`config.mk`:
```
export PLATFORM = sky130hd
export DESIGN_NAME = calc_core
export DESIGN_NICKNAME = d
export VERILOG_FILES = /design/src/rtl/calc_pkg.sv /design/src/rtl/bin2bcd_seq.sv /design/src/rtl/calc_core.sv
export SDC_FILE = /design/constraint.sdc
export NUM_CORES = 1
export LEC_CHECK = 0
export ABC_AREA = 1
export ABC_CLOCK_PERIOD_IN_PS = 6700
export BUFFER_PORTS_ARGS = -buffer_cell sky130_fd_sc_hd__buf_4
export CORE_MARGIN = 3
export CORE_UTILIZATION = 69
export CTS_CLUSTER_DIAMETER = 200
export DETAILED_ROUTE_END_ITERATION = 8
export PLACE_DENSITY_LB_ADDON = 0.08
export SYNTH_ARGS = -nofsm -noshare
export SYNTH_HDL_FRONTEND = slang
export SYNTH_SLANG_ARGS = --single-unit
export TNS_END_PERCENT = 20
```
`constraint.sdc`:
```
create_clock -name clk_i -period 6.7 [get_ports clk_i]
set_clock_uncertainty 0.05 [all_clocks]
set_input_delay 0.67 -clock clk_i [delete_from_list [all_inputs] [get_ports clk_i]]
set_output_delay 0.67 -clock clk_i [all_outputs]
set_load 0.05 [all_outputs]
```
`src/rtl/calc_pkg.sv`:
```
// Shared key codes, state/operator encodings and limits for the calculator core.
package calc_pkg;

  localparam logic [3:0] KEY_SUB = 4'd10;
  localparam logic [3:0] KEY_ADD = 4'd11;
  localparam logic [3:0] KEY_EQ  = 4'd12;
  localparam logic [3:0] KEY_CLR = 4'd13;

  localparam int MAX_VAL = 9999;

  typedef enum logic [2:0] {
    ENTER_A = 3'd0,
    OP_WAIT = 3'd1,
    ENTER_B = 3'd2,
    CONV    = 3'd3,
    RESULT  = 3'd4,
    ERROR   = 3'd5
  } state_e;

  typedef enum logic [1:0] {
    OP_NONE = 2'd0,
    OP_ADD  = 2'd1,
    OP_SUB  = 2'd2
  } op_e;

  function automatic logic is_digit(input logic [3:0] k);
    return k <= 4'd9;
  endfunction

endpackage

```
`src/rtl/bin2bcd_seq.sv`:
```
// Sequential double-dabble: 14-bit binary to four BCD digits, one bit per cycle.
module bin2bcd_seq (
  input  logic        clk,
  input  logic        rst,
  input  logic        start,
  input  logic [13:0] bin,
  output logic        busy,
  output logic [15:0] bcd
);

  logic [13:0] sr_p0;
  logic [3:0]  cnt_r;
  logic [15:0] adj_c;

  function automatic logic [15:0] dabble(input logic [15:0] v);
    logic [15:0] r;
    r = v;
    for (int i = 0; i < 4; i++) begin
      if (r[4*i +: 4] >= 4'd5) r[4*i +: 4] = r[4*i +: 4] + 4'd3;
    end
    return r;
  endfunction

  assign adj_c = dabble(bcd);

  always_ff @(posedge clk) begin
    if (rst) begin
      busy  <= 1'b0;
      cnt_r <= 4'd0;
    end else if (start && !busy) begin
      busy  <= 1'b1;
      cnt_r <= 4'd14;
    end else if (busy) begin
      cnt_r <= cnt_r - 4'd1;
      if (cnt_r == 4'd1) busy <= 1'b0;
    end
  end

  // data path: load on start, then correct-and-shift once per busy cycle
  always_ff @(posedge clk) begin
    if (start && !busy) begin
      sr_p0 <= bin;
      bcd   <= 16'd0;
    end else if (busy) begin
      sr_p0 <= {sr_p0[12:0], 1'b0};
      bcd   <= {adj_c[14:0], sr_p0[13]};
    end
  end

endmodule

```
`src/rtl/calc_core.sv`:
```
// Four-digit chained add/subtract calculator driven by keyboard tokens.
module calc_core
  import calc_pkg::*;
#(
  parameter int MAX_DIGITS = 4
) (
  input  logic        clk_i,
  input  logic        rst_i,
  input  logic [3:0]  digit_i,
  input  logic        new_data_i,
  output logic [15:0] bcd_o,
  output logic        neg_o,
  output logic        err_o,
  output logic [1:0]  op_o,
  output logic        busy_o
);

  localparam int CNT_W = $clog2(MAX_DIGITS + 1);

  state_e                state_r, after_conv_r;
  op_e                   op_r, next_op_r;
  logic signed [14:0]    a_r;
  logic        [13:0]    b_r;
  logic        [CNT_W-1:0] cnt_r;
  logic signed [15:0]    res_r;
  logic                  started_r;

  logic                  key_clr, key_ok, room;
  op_e                   key_op;
  logic signed [15:0]    a_ext, b_ext, sum_c;
  logic        [15:0]    mag_c;
  logic                  ovf_c, conv_start, b2b_busy;
  logic        [15:0]    b2b_bcd;

  assign key_clr = new_data_i && (digit_i == KEY_CLR);
  assign key_ok  = new_data_i && !busy_o;
  assign room    = cnt_r < CNT_W'(MAX_DIGITS);
  assign key_op  = (digit_i == KEY_SUB) ? OP_SUB : OP_ADD;

  assign a_ext = {a_r[14], a_r};
  assign b_ext = {2'b00, b_r};
  assign sum_c = (op_r == OP_SUB) ? a_ext - b_ext : a_ext + b_ext;
  assign mag_c = res_r[15] ? 16'(-res_r) : 16'(res_r);
  assign ovf_c = mag_c > 16'(MAX_VAL);

  // first CONV cycle hands the magnitude to the converter
  assign conv_start = (state_r == CONV) && !started_r;

  bin2bcd_seq u_b2b (
    .clk   (clk_i),
    .rst   (rst_i || key_clr),
    .start (conv_start),
    .bin   (mag_c[13:0]),
    .busy  (b2b_busy),
    .bcd   (b2b_bcd)
  );

  always_ff @(posedge clk_i) begin
    if (rst_i || key_clr) begin
      state_r      <= ENTER_A;
      after_conv_r <= ENTER_A;
      op_r         <= OP_NONE;
      next_op_r    <= OP_NONE;
      a_r          <= '0;
      b_r          <= '0;
      cnt_r        <= '0;
      res_r        <= '0;
      started_r    <= 1'b0;
      bcd_o        <= '0;
      neg_o        <= 1'b0;
      err_o        <= 1'b0;
      busy_o       <= 1'b0;
    end else if (state_r == CONV) begin
      if (!started_r) begin
        started_r <= 1'b1;
      end else if (!b2b_busy) begin
        started_r <= 1'b0;
        busy_o    <= 1'b0;
        if (ovf_c) begin
          state_r <= ERROR;
          err_o   <= 1'b1;
          bcd_o   <= '0;
          neg_o   <= 1'b0;
          op_r    <= OP_NONE;
        end else begin
          state_r <= after_conv_r;
          bcd_o   <= b2b_bcd;
          neg_o   <= res_r[15];
          a_r     <= res_r[14:0];
          b_r     <= '0;
          cnt_r   <= '0;
          op_r    <= (after_conv_r == OP_WAIT) ? next_op_r : OP_NONE;
        end
      end
    end else if (key_ok) begin
      case (state_r)
        ENTER_A: begin
          if (is_digit(digit_i)) begin
            if (room) begin
              bcd_o <= {bcd_o[11:0], digit_i};
              a_r   <= a_r * 15'sd10 + {11'd0, digit_i};
              cnt_r <= cnt_r + 1'b1;
            end
          end else if (digit_i == KEY_ADD || digit_i == KEY_SUB) begin
            op_r    <= key_op;
            state_r <= OP_WAIT;
          end
        end
        OP_WAIT: begin
          if (is_digit(digit_i)) begin
            b_r     <= {10'd0, digit_i};
            bcd_o   <= {12'd0, digit_i};
            neg_o   <= 1'b0;
            cnt_r   <= CNT_W'(1);
            state_r <= ENTER_B;
          end else if (digit_i == KEY_ADD || digit_i == KEY_SUB) begin
            op_r <= key_op;
          end
        end
        ENTER_B: begin
          if (is_digit(digit_i)) begin
            if (room) begin
              bcd_o <= {bcd_o[11:0], digit_i};
              b_r   <= b_r * 14'd10 + {10'd0, digit_i};
              cnt_r <= cnt_r + 1'b1;
            end
          end else if (digit_i == KEY_ADD || digit_i == KEY_SUB || digit_i == KEY_EQ) begin
            res_r   <= sum_c;
            busy_o  <= 1'b1;
            state_r <= CONV;
            if (digit_i == KEY_EQ) begin
              after_conv_r <= RESULT;
              op_r         <= OP_NONE;
            end else begin
              after_conv_r <= OP_WAIT;
              next_op_r    <= key_op;
            end
          end
        end
        RESULT: begin
          if (is_digit(digit_i)) begin
            a_r     <= {11'd0, digit_i};
            bcd_o   <= {12'd0, digit_i};
            neg_o   <= 1'b0;
            cnt_r   <= CNT_W'(1);
            op_r    <= OP_NONE;
            state_r <= ENTER_A;
          end else if (digit_i == KEY_ADD || digit_i == KEY_SUB) begin
            op_r    <= key_op;
            state_r <= OP_WAIT;
          end
        end
        default: ;
      endcase
    end
  end

  assign op_o = op_r;

endmodule

```
Word level (Yosys, flattened, before mapping)
Index checks and enable logic that the tools add are counted.

Add/subtract/negate cells: 11. Order comparisons: 7. Reduce and logical (&&, ||, !) cells: 37. Equality and inequality tests: 29. Mux-type cells: 92. Bitwise gates (word level): 4. Multiply operators: 2.

Operators by type and width (number): $mux W16 (10); $mux W14 (10); $mux W15 (8); $mux W3 (21); $reduce_and A8 Y1 (5); $ne A3 B3 Y1 const B (11); $pmux W16 S2 (1); $pmux W15 S2 (1); $pmux W14 S2 (1); $mux W2 (13); $mux W4 (5); $mux W1 (19); $add A15 B15 Y16 (1); $eq A4 B4 Y1 const B (4); $ge A4 B3 Y1 const B (4); $gt A16 B14 Y1 const B (1); $neg A16 Y16 (1); $sub A15 B15 Y16 (1); $add A15 B4 Y15 (1); $mul A15 B3 Y14 const B (1); $add A14 B4 Y14 (1); $mul A14 B3 Y13 const B (1); $add A4 B2 Y4 const B (3); $pmux W3 S4 (1); 28 further kinds (57).

Output and inout port bits: 21. Bits in registers: 113. Word-level logic and storage cells: 200. Input port bits: 7.

Longest topological paths before layout
Word-level depth: 8. Depth in mapped cells: 22.

Cells and area by module
A second synthesis with hierarchy kept.

Cells, all modules: 1320. Area total of the unflattened synthesis: 8643.3 um2.

Modules (own cells, without submodules): calc_core (area each 6897.9 um2, cells each 1090, times used 1); bin2bcd_seq (area each 1745.4 um2, cells each 230, times used 1).

Worst setup path before layout
No wires, ideal clock.

Path kind: register -> register. Start point: register op_r[1], in the netlist op_o[1]. End point: register res_r[10]. Setup slack: 3700 ps. Arrival: 2893 ps. Setup time: 58 ps. Cell stages (with the launch flop): 17. Cells stage by stage: dfxtp_1 -> inv_1 -> nor2_1 -> inv_1 -> nand2_1 -> xor2_1 -> inv_1 -> ha_1 -> nand2_1 -> o21ai_0 -> nand3_1 -> nand2_1 -> a21oi_1 -> or2_2 -> nand3_1 -> o211ai_1 -> inv_1.

Longest elaborated chain between the ends: 2.

Ends and longest elaborated chain: start: declaration (line calc_core.sv:21) `op_e op_r, next_op_r;`; start signal: assignment (line calc_core.sv:92) `op_r <= (after_conv_r == OP_WAIT) ? next_op_r : OP_NONE;`; start signal: assignment (line calc_core.sv:105) `op_r <= key_op;`; start signal: assignment (line calc_core.sv:117) `op_r <= key_op;`; $eq A2 B2 Y1 (line calc_core.sv:42) `assign sum_c = (op_r == OP_SUB) ? a_ext - b_ext : a_ext + b_ext;`; $mux W16 (line calc_core.sv:42); end signal: assignment (line calc_core.sv:128) `res_r <= sum_c;`; end: declaration (line calc_core.sv:25) `logic signed [15:0] res_r;`.

No other way between the ends. A chain may end at the register's enable or synchronous reset.

Worst setup path after layout
Start point: register a_r[1]. End point: register a_r[12].

Longest elaborated chain between the ends: 7.

Ends and longest elaborated chain: start: declaration (line calc_core.sv:22) `logic signed [14:0] a_r;`; start signal: assignment (line calc_core.sv:89) `a_r <= res_r[14:0];`; start signal: assignment (line calc_core.sv:101) `a_r <= a_r * 15'sd10 + {11'd0, digit_i};`; start signal: assignment (line calc_core.sv:142) `a_r <= {11'd0, digit_i};`; $mul A15 B3 Y14 (line calc_core.sv:101); $add A15 B4 Y15 (line calc_core.sv:101); $mux W15 (line calc_core.sv:99) `if (room) begin`; $mux W15 (line calc_core.sv:98) `if (is_digit(digit_i)) begin`; $pmux W15 S2 (line calc_core.sv:96) `case (state_r)`; $mux W15 (line calc_core.sv:95) `end else if (key_ok) begin`; $mux W15 (line calc_core.sv:73) `end else if (state_r == CONV) begin`.

No other way between the ends. The select of a mux whose other input is x is not followed.

==> metrics.cfg <==
[outcome]
status=finished clean

[worst_setup_path]
cp_slowest_cell=fa_1
required_ns=6.90
critical-path-max-stage-delay_ns=0.60
path_cells=ha_1 > ha_1 > fa_1 > nand2_1 > nor2_1 > nand2_1 > nand2_1 > nand2_1 > nor2_1 > nand3_1 > nor2_1 > nand3_1 > nand3_1 > o21ai_0 > nor2_1 > nor2_1
cpMostUsedCell=nor2_1
reg2reg_from=a_r[1]$_SDFFE_PP0P_
critPathLaunchType=flop
cpLargestDelayFamily=simple AND/OR/NAND/NOR gates
critPathCaptureType=flop
crit_start=a_r[1]$_SDFFE_PP0P_
worstPathArrival_ns=3.56
critPathBufInv=0
crit_type=reg -> reg
crit_path_max_fanout=6
rr_worst_depth=16
worst-path-stages=16

[sta]
tightest_slew_ns=1.016
final-hold-violation-count=0
worst_slew_margin_rel_pct=32.25
rsz0062_at_grt=false
tns_ns=0
drv_slew=0
layout_min_cycle_time_ns=3.364
max_freq_mhz=297.3
setup_viol=0
fin_crit_sh_pct=50.20

[clocking]
worstSkewPairLatency_ns=0.37
cts_tree=done
hold_buffers=0
clockBufferDepth=2
clockRootBuffer=clkbuf_16
clkSlewWorstSetupHoldPaths_ns=0.07
h-tree-depth=3
cts_made_buffers=9
cts_resized=0
cts.sinks=112
cts_setup_buffers=0

[yosys]
ys_ff_latch=112
syn_area_sq_um=8641
ys_top_cells_by_area=dfxtp_1, nand2_1, ha_1
yosysMostFrequentCell=nand2_1
synth_common_cells=nand2_1, inv_1, nor2_1, a21oi_1, nand3_1
yosysUniqueCellTypes=51
avgSynthCellArea_sq_um=6.581
synth_edf_count=14
synthCells=1313
synth-seq-area-share_pct=27.57
async_reset_ff_share_pct=0
yosysTopAreaCellShare_pct=22.70
yosys_warnings=0
synthFlopType=dfxtp_1
syn-num-nets=1399
yosysTopAreaCell=dfxtp_1

[power]
power.density_nw_per_um2=335.4
p_leak_nw=4.566
p_comb_share_pct=52.2
switchingPower_mw=1.452
power_frac_clock_pct=17.5
peakVddDrop_v=0.0001996
switching_share_pct=47.11
power_frac_seq_pct=30.3
p_int_mw=1.630

[global_routing]
grt_pass1_vias=7842
grt_max_degree=53
overflow=0
track_usage_pct=31.73
grt_pass1_wl_um=37060
antenna_found_initial=0

[final_layout]
nFillCells=1015
fin_nets=1402
final_cells=1489
area_growth_pct=6.371
antenna_cells=0
drive_gt1_share_pct=5.526

[run]
maxCapViolCount=0

[worst_hold_path]
hp-start=next_op_r[1]$_SDFFE_PP0P_
hold_class=reg -> reg
min_path_cells=2

[place]
portBuffers=27
gp_congestion=0.9783
dp.cells=1473
dpl.hpwl_um=16560

[die]
core_sq_um=12110
ios=28
die_h_um=117.9
die_area_sq_um=13900
placementRows=40
start_util_pct=71.34
die_width_um=117.9

[routing]
via_per_inst=5.806
wl_um=22060
drtPass1Iterations=7
num_vias=8645
drcViolationCount=0
postRouteAntennaNets=0
wire_per_inst_um=14.81
drt_iter0_drc=794

layer usage:
layer	wire [um]	track usage, %
met1	10030	43.66
met2	9783	50.56
met4	757	12.16
met3	1489	4.565
met5	0	0
tightest hold or removal path: stages (launching register included):
cell     delay [ns]
dfxtp_1        0.31
nand2_1        0.06
a21oi_1        0.05
stage by stage:
step	power (mW)	hold WS, ns	util (%)	worst slack, ns	cell area (sq um)
floorplan	2.146	0.3890	-	3.700	8641
global placement	2.489	0.4036	73.49	3.460	8901
detailed placement	2.516	0.4044	73.49	3.370	8901
CTS	3.053	0.4159	75.89	3.349	9191
global route	3.331	0.4470	75.89	3.028	9191
finish	3.082	0.4117	75.89	3.336	9191
placed cells by master, fill, tap and decap left out, types with 21 or more instances in the layout:
master,instances
a21oi_1,120
buf_4,29
dfxtp_1,98
ha_1,74
inv_1,165
nand2_1,300
nand3_1,114
nand4_1,21
nor2_1,133
o21ai_0,93
xor2_1,29
cells by family after synthesis:
group | after synthesis | synth area share [%]
adders and majority gates | 79 | 11.87
buffers and inverters | 211 | 9.673
and+or+nand+nor | 607 | 29.93
AOI/OAI and AO/OA | 266 | 17.10
DFF | 112 | 27.57
xor gates and xnor gates | 38 | 3.852
flip-flops by register name, summed over array words and instances, names as in the netlist, 3 cells and up:
signal,flops
bcd_o,16
res_r,16
u_b2b.bcd,16
a_r,15
b_r,14
u_b2b.sr_p0,14
u_b2b.cnt_r,4
cnt_r,3
state_r,3
power groups by stage:
stage	combinational (mW)	clock (mW)	sequential [mW]
after floorplan	1.17	0	0.978
after global placement	1.55	0	0.939
after detailed placement	1.57	0	0.942
after CTS	1.59	0.540	0.928
after global routing	1.81	0.571	0.948
final	1.61	0.539	0.934
final cells by class:
cell class                 instances  area [sq um]  area share (%)
inverter                         174         653.1           7.106
clock inverter                     6         57.56          0.6262
clock buffer                      10         232.7           2.532
timing repair buffer              29         217.7           2.369
tap                              168         210.2           2.287
multi-input combinational        990          5438           59.16
sequential                       112          2382           25.92
worst paths after layout:
path	to	slack [ns]
max	a_r[12]$_SDFFE_PP0P_	3.34
min	next_op_r[1]$_SDFFE_PP0P_	0.41
max reg2reg	a_r[12]$_SDFFE_PP0P_	3.34
min reg2reg	next_op_r[1]$_SDFFE_PP0P_	0.41
Power figures use the tool's default switching activity.
